### src/rtl/rf_multiport_sb.sv
// rf_multiport_sb: multi-read-port register file with a pending-bit
// scoreboard and a clear sweep that zeroes the array one entry per cycle.
// The array has no reset, so it can still map onto RAM.
// Optional build macro: RF_PARITY_EN. It adds one stored even-parity bit
// per entry and a per-port o_perr output.
module rf_multiport_sb #(
  parameter int XLEN      = 32,
  parameter int DEPTH     = 32,
  parameter int NRD       = 2,
  parameter int BYPASS_EN = 0,
  parameter int ZERO_REG  = 1,
  localparam int AW       = $clog2(DEPTH)
) (
  input  logic              i_clk,
  input  logic              i_rst_n,
  input  logic              i_clear,
  output logic              o_ready,
  input  logic [NRD*AW-1:0] i_raddr,
  output logic [NRD*XLEN-1:0] o_rdata,
  output logic [NRD-1:0]    o_rbusy,
  input  logic              i_wen,
  input  logic [AW-1:0]     i_waddr,
  input  logic [XLEN-1:0]   i_wdata,
  input  logic              i_set_busy,
  input  logic [AW-1:0]     i_set_addr
`ifdef RF_PARITY_EN
  ,
  output logic [NRD-1:0]    o_perr
`endif
);

`ifdef RF_PARITY_EN
  localparam int MW = XLEN + 1;
`else
  localparam int MW = XLEN;
`endif

  typedef enum logic {ST_CLEAR, ST_IDLE} state_t;

  state_t           state_q, state_d;
  logic [AW-1:0]    idx_q, idx_d;
  logic [DEPTH-1:0] busy_q, busy_d;
  logic             ready;
  logic             wr_ok, set_ok;
  logic             mem_we;
  logic [AW-1:0]    mem_waddr;
  logic [MW-1:0]    mem_wdata;
  logic [MW-1:0]    wr_word;

  logic [MW-1:0]    mem [DEPTH];

`ifdef RF_PARITY_EN
  // Even parity: the stored bit makes the total number of ones even.
  function automatic logic par_f(input logic [XLEN-1:0] d);
    return ^d;
  endfunction
`endif

  // Entry 0 is never written or marked busy when hardwired to zero.
  assign wr_ok  = ready && i_wen &&
                  !((ZERO_REG != 0) && (i_waddr == '0));
  assign set_ok = ready && i_set_busy &&
                  !((ZERO_REG != 0) && (i_set_addr == '0));

`ifdef RF_PARITY_EN
  assign wr_word = {par_f(i_wdata), i_wdata};
`else
  assign wr_word = i_wdata;
`endif

  // Sequencer next state: sweep idx through the array, then sit in IDLE.
  always_comb begin
    state_d = state_q;
    idx_d   = idx_q;
    ready   = 1'b0;
    case (state_q)
      ST_CLEAR: begin
        if (i_clear) begin
          idx_d = '0;
        end else if (idx_q == AW'(DEPTH - 1)) begin
          state_d = ST_IDLE;
          idx_d   = '0;
        end else begin
          idx_d = idx_q + 1'b1;
        end
      end
      ST_IDLE: begin
        ready = 1'b1;
        if (i_clear) begin
          state_d = ST_CLEAR;
          idx_d   = '0;
        end
      end
      default: begin
        state_d = ST_CLEAR;
        idx_d   = '0;
      end
    endcase
  end

  // Scoreboard next state: set beats writeback on the same address.
  always_comb begin
    busy_d = busy_q;
    if (!ready || i_clear) begin
      busy_d = '0;
    end else begin
      if (wr_ok)  busy_d[i_waddr]    = 1'b0;
      if (set_ok) busy_d[i_set_addr] = 1'b1;
    end
  end

  // Control registers with asynchronous reset back into the sweep.
  always_ff @(posedge i_clk or negedge i_rst_n) begin
    if (!i_rst_n) begin
      state_q <= ST_CLEAR;
      idx_q   <= '0;
      busy_q  <= '0;
    end else begin
      state_q <= state_d;
      idx_q   <= idx_d;
      busy_q  <= busy_d;
    end
  end

  // Single write port shared by the clear sweep and normal writeback.
  always_comb begin
    mem_we    = 1'b0;
    mem_waddr = i_waddr;
    mem_wdata = wr_word;
    if (state_q == ST_CLEAR) begin
      mem_we    = 1'b1;
      mem_waddr = idx_q;
      mem_wdata = '0;
    end else if (wr_ok) begin
      mem_we = 1'b1;
    end
  end

  // Storage array: no reset so it stays RAM-inferable.
  always_ff @(posedge i_clk) begin
    if (mem_we) mem[mem_waddr] <= mem_wdata;
  end

  assign o_ready = ready;

  for (genvar k = 0; k < NRD; k++) begin : g_rd
    logic [AW-1:0]   ra;
    logic [MW-1:0]   word;
    logic [XLEN-1:0] data;
    logic            busy;
    logic            zero_hit;
    logic            byp_hit;

    assign ra       = i_raddr[k*AW +: AW];
    assign word     = mem[ra];
    assign zero_hit = (ZERO_REG != 0) && (ra == '0);
    assign byp_hit  = (BYPASS_EN != 0) && i_wen && (i_waddr == ra);

    // Read mux: blanked during sweep, then zero reg, bypass, array.
    always_comb begin
      data = '0;
      busy = 1'b0;
      if (ready && !zero_hit) begin
        if (byp_hit) begin
          data = i_wdata;
          busy = i_set_busy && (i_set_addr == ra);
        end else begin
          data = word[XLEN-1:0];
          busy = busy_q[ra];
        end
      end
    end

    assign o_rdata[k*XLEN +: XLEN] = data;
    assign o_rbusy[k]              = busy;

`ifdef RF_PARITY_EN
    logic perr;
    // Parity check only applies to data actually taken from the array.
    always_comb begin
      perr = 1'b0;
      if (ready && !zero_hit && !byp_hit)
        perr = word[XLEN] ^ par_f(word[XLEN-1:0]);
    end
    assign o_perr[k] = perr;
`endif
  end

endmodule

### config.mk
export PLATFORM = sky130hd
export DESIGN_NAME = rf_multiport_sb
export DESIGN_NICKNAME = d
export VERILOG_FILES = /design/src/rtl/rf_multiport_sb.sv
export SDC_FILE = /design/constraint.sdc
export NUM_CORES = 1
export LEC_CHECK = 0
export CORE_MARGIN = 3
export CORE_UTILIZATION = 38
export CTS_CLUSTER_DIAMETER = 60
export DETAILED_ROUTE_END_ITERATION = 7
export SLEW_MARGIN = 30
export SYNTH_ARGS = -nofsm -noshare
export SYNTH_HDL_FRONTEND = slang
export SYNTH_SLANG_ARGS = --single-unit
### constraint.sdc
create_clock -name i_clk -period 3.4 [get_ports i_clk]
set_clock_uncertainty 0.05 [all_clocks]
set_input_delay 0.68 -clock i_clk [delete_from_list [all_inputs] [get_ports i_clk]]
set_output_delay 0.68 -clock i_clk [all_outputs]
set_load 0.01 [all_outputs]
==> results.md <==
* Drt pass-1 iters at 5
* TritonCTS clock tree: built
* Site row count at 132
* Die height at 370 µm
* Final wirelength at 177 mm
* Total CTS buffers at 111
* Final core occ at 0.477
* CP Class: reg -> out
* Ys async rst share at 0.0358
* Sink Count at 1,062
* Final ANT Viol Nets at 0
* Pwr dens at 470 nW/µm²
* Worst hold margin at 0.344 ns
* Final hold vios at 0
* # DRC at 0
* GR peak layer: met2
* Skew-Pair Late Insertion Delay at 0.70 ns
* Hold WC Path Type: in -> async
* Tcrit/Tclk final at 1.01
* Initial antenna violation count at 2
* Drt via density at 6.23
* # Max-Cap Violations at 0
* Layout cells sized above 1 at 0.294
* Core area at 130,000 µm²
* Synth warn at 0
* Lkg Pwr at 22.5 nW
* Drt wl/cell at 32.8 µm
* #FFs+latches synth at 1,062
* Clock transition at the registers of the reported paths at 0.06 ns
* Die area at 137,000 µm²
* Grt met3 use at 0.0424
* Clock share of power at 0.428
* Post-synth cell types at 47
* Seq/Total Area, Yosys at 0.631
* Worst setup margin at -0.0379 ns
* CP max FO at 6
* Worst Path Required at 2.67 ns
* Worst vdd ir at 0.392 mV
* Most frequent cells in the layout: edfxtp_1 (1,024), mux2i_1 (542), buf_4 (287)
* IO Pins at 124
* Commonest non-fill, non-tap cell in the layout: edfxtp_1
* CP endpoint kind: primary output
* Fmax at 291 MHz
* Run status: complete, but fails checks
* Main synth FF type: edfxtp_1
* RSZ-0062 raised after global routing: yes
* Total power at 29.2 mW
* GP Congestion at 0.858
* Met2 usage at 0.406
* Share of total power in sequential cells at 0.492
* Failing checks: setup timing
* Net count, final at 3,609
* Grt ovf at 0
* Area Overhead vs Synth at 23.7%
* Via count at 33,600
* Crit path DAT at 2.71 ns
* Hpwl dp at 112 mm
* H-tree depth at 3
* Startpoint types: flip-flop
* Initial Util at 0.385
* Die outline width at 370 µm
* CTS max path bufs at 3
* Logic gate share of total power at 0.080
* Number of flops mapped to enable cells by yosys at 1,024
* Int Power at 22.6 mW
* IO Port Bufs at 123
* Number of cells produced by synthesis at 3,091
* Tmin final at 3.44 ns
* Syn_area_per_cell at 16.2 µm²
* Place WS at -0.657 ns
* Largest net degree at the start of global routing at 39
* Global-route wire length before repair at 249 mm
* Reg2Reg Launch Point: state_q
* Tightest Pin Transition at 0.743 ns
* P_sw at 6.56 mW
* Sw Ratio at 0.225
* Endpoints failing setup at 6
* M1 GR Usage at 0.358
* CP startpoint: state_q
* Synthesized Nets at 3,150
* Fin. max-slew vios at 0
* Area of the mapped netlist at 50,200 µm²
* Reg2reg end: mem[12][11]
* GR Util All Layers at 0.255
* R2r setup slk at 0.85 ns
* R2r worst-path depth at 7
* DR iter-0 viols at 3,852
* Slew margin rel. at 0.501
* Worst setup path endpoint: o_rdata[15]
* CTS root buf: clkbuf_16
* Vias in the first global route at 33,400
-- registers in the layout, summed over array words and instances (netlist names) --
name     cells
mem       1024
idx_q        5
busy_q      32
state_q      1
-- stage by stage --
stage,area [µm²],TNS (ns),cells
global placement,57800,-26.63,5144
global route,62100,-0.254,5387
finish,62100,-0.130,5388
CTS,61900,-0.423,5373
floorplan,50200,0,3091
detailed placement,57800,-27.38,5144
-- cell type report --
cell class | count | area, µm²
Timing Repair Buffer | 589 | 6620
Sequential cell | 1062 | 31700
Tap cell | 1742 | 2180
Fill cell | 11000 | 68200
Multi-Input combinational cell | 1782 | 17900
Clock inverter | 67 | 792
Clock buffer | 141 | 2910
Antenna cell | 1 | 2.50
Inverter | 4 | 15.0
-- kinds of logic after synthesis --
family,Yosys count,share of synthesized area
buffers and inverters,247,0.0276
flip-flops,1062,0.631
AO/OA/AOI/OAI,474,0.0658
adder cells (fa/ha/maj),2,0.000498
multiplexers,804,0.225
AND/OR/NAND/NOR,502,0.0502
-- routing by layer --
metal  share of wire  up-vias  routed length [µm]
met5               0        -                   0
li1                -    13700                   -
met1            0.40    17500               71200
met4           0.034        0                6030
met3           0.098      366               17300
met2            0.47     1990               82400
-- worst min-delay path by stage --
stage | from | slack, ns | depth (start not counted) | to
2_1_floorplan | i_rst_n | 0.33 | 0 | busy_q[0]
3_3_place_gp | busy_q[0] | 0.47 | 2 | busy_q[0]
3_5_place_dp | busy_q[0] | 0.47 | 2 | busy_q[0]
4_1_cts | i_rst_n | 0.04 | 1 | busy_q[19]
5_1_grt | i_rst_n | 0.37 | 2 | busy_q[4]
6_report | i_rst_n | 0.34 | 2 | busy_q[2]
-- synth_stat cells (2+ instances only) --
cell         n  area share
a21oi_1     74      0.0074
a22o_1      56      0.0098
a22oi_1    244       0.036
a31oi_1     56      0.0070
a32oi_1      2     0.00035
and2_1      40      0.0050
and3_1      12      0.0015
and3b_1      3     0.00052
and4b_1      3     0.00060
buf_1        4     0.00030
buf_12       2     0.00080
buf_2       94      0.0094
buf_4       48      0.0072
buf_6       17      0.0038
clkbuf_1    78      0.0058
dfrtp_1     38       0.019
edfxtp_1  1024        0.61
ha_1         2     0.00050
inv_1        4     0.00030
mux2_2       2     0.00045
mux2i_1    544        0.11
mux4_2     257        0.12
nand2_1    144       0.011
nand2b_1     4     0.00050
nand3_1    139       0.014
nand3b_1     2     0.00030
nand4_1     68      0.0085
nor2_1      56      0.0042
nor2_2       4     0.00050
nor2b_1     13      0.0016
nor3_1       4     0.00040
nor3b_1      2     0.00030
nor3b_2      2     0.00050
nor4bb_1     2     0.00040
o21ai_0     34      0.0034
o31a_1       2     0.00035
-- worst max-delay path: stages, from the launching register on --
cell	delay, ns
dfrtp_2	0.43
buf_12	0.15
and4bb_4	0.28
buf_12	0.18
a22o_1	0.22
a31oi_1	0.18
nand4_1	0.30
buf_2	0.26
-- power by group through the flow --
stage	registers, mW	clock network [mW]	logic, mW
floorplan	14.6	0	1.22
global placement	14.6	0	2.26
detailed placement	14.6	0	2.26
CTS	14.3	12.6	2.28
global route	14.4	13.1	2.40
finish	14.3	12.5	2.33
-- repair_timing --
item,in CTS,in global routing
gates cloned,4,1
hold buffers,0,1
buffers inserted,20,12
hold endpoints to repair,0,11
setup endpoints to repair,66,39
gates resized for setup,304,29
pin swaps,57,30
Power figures use the tool's default switching activity.
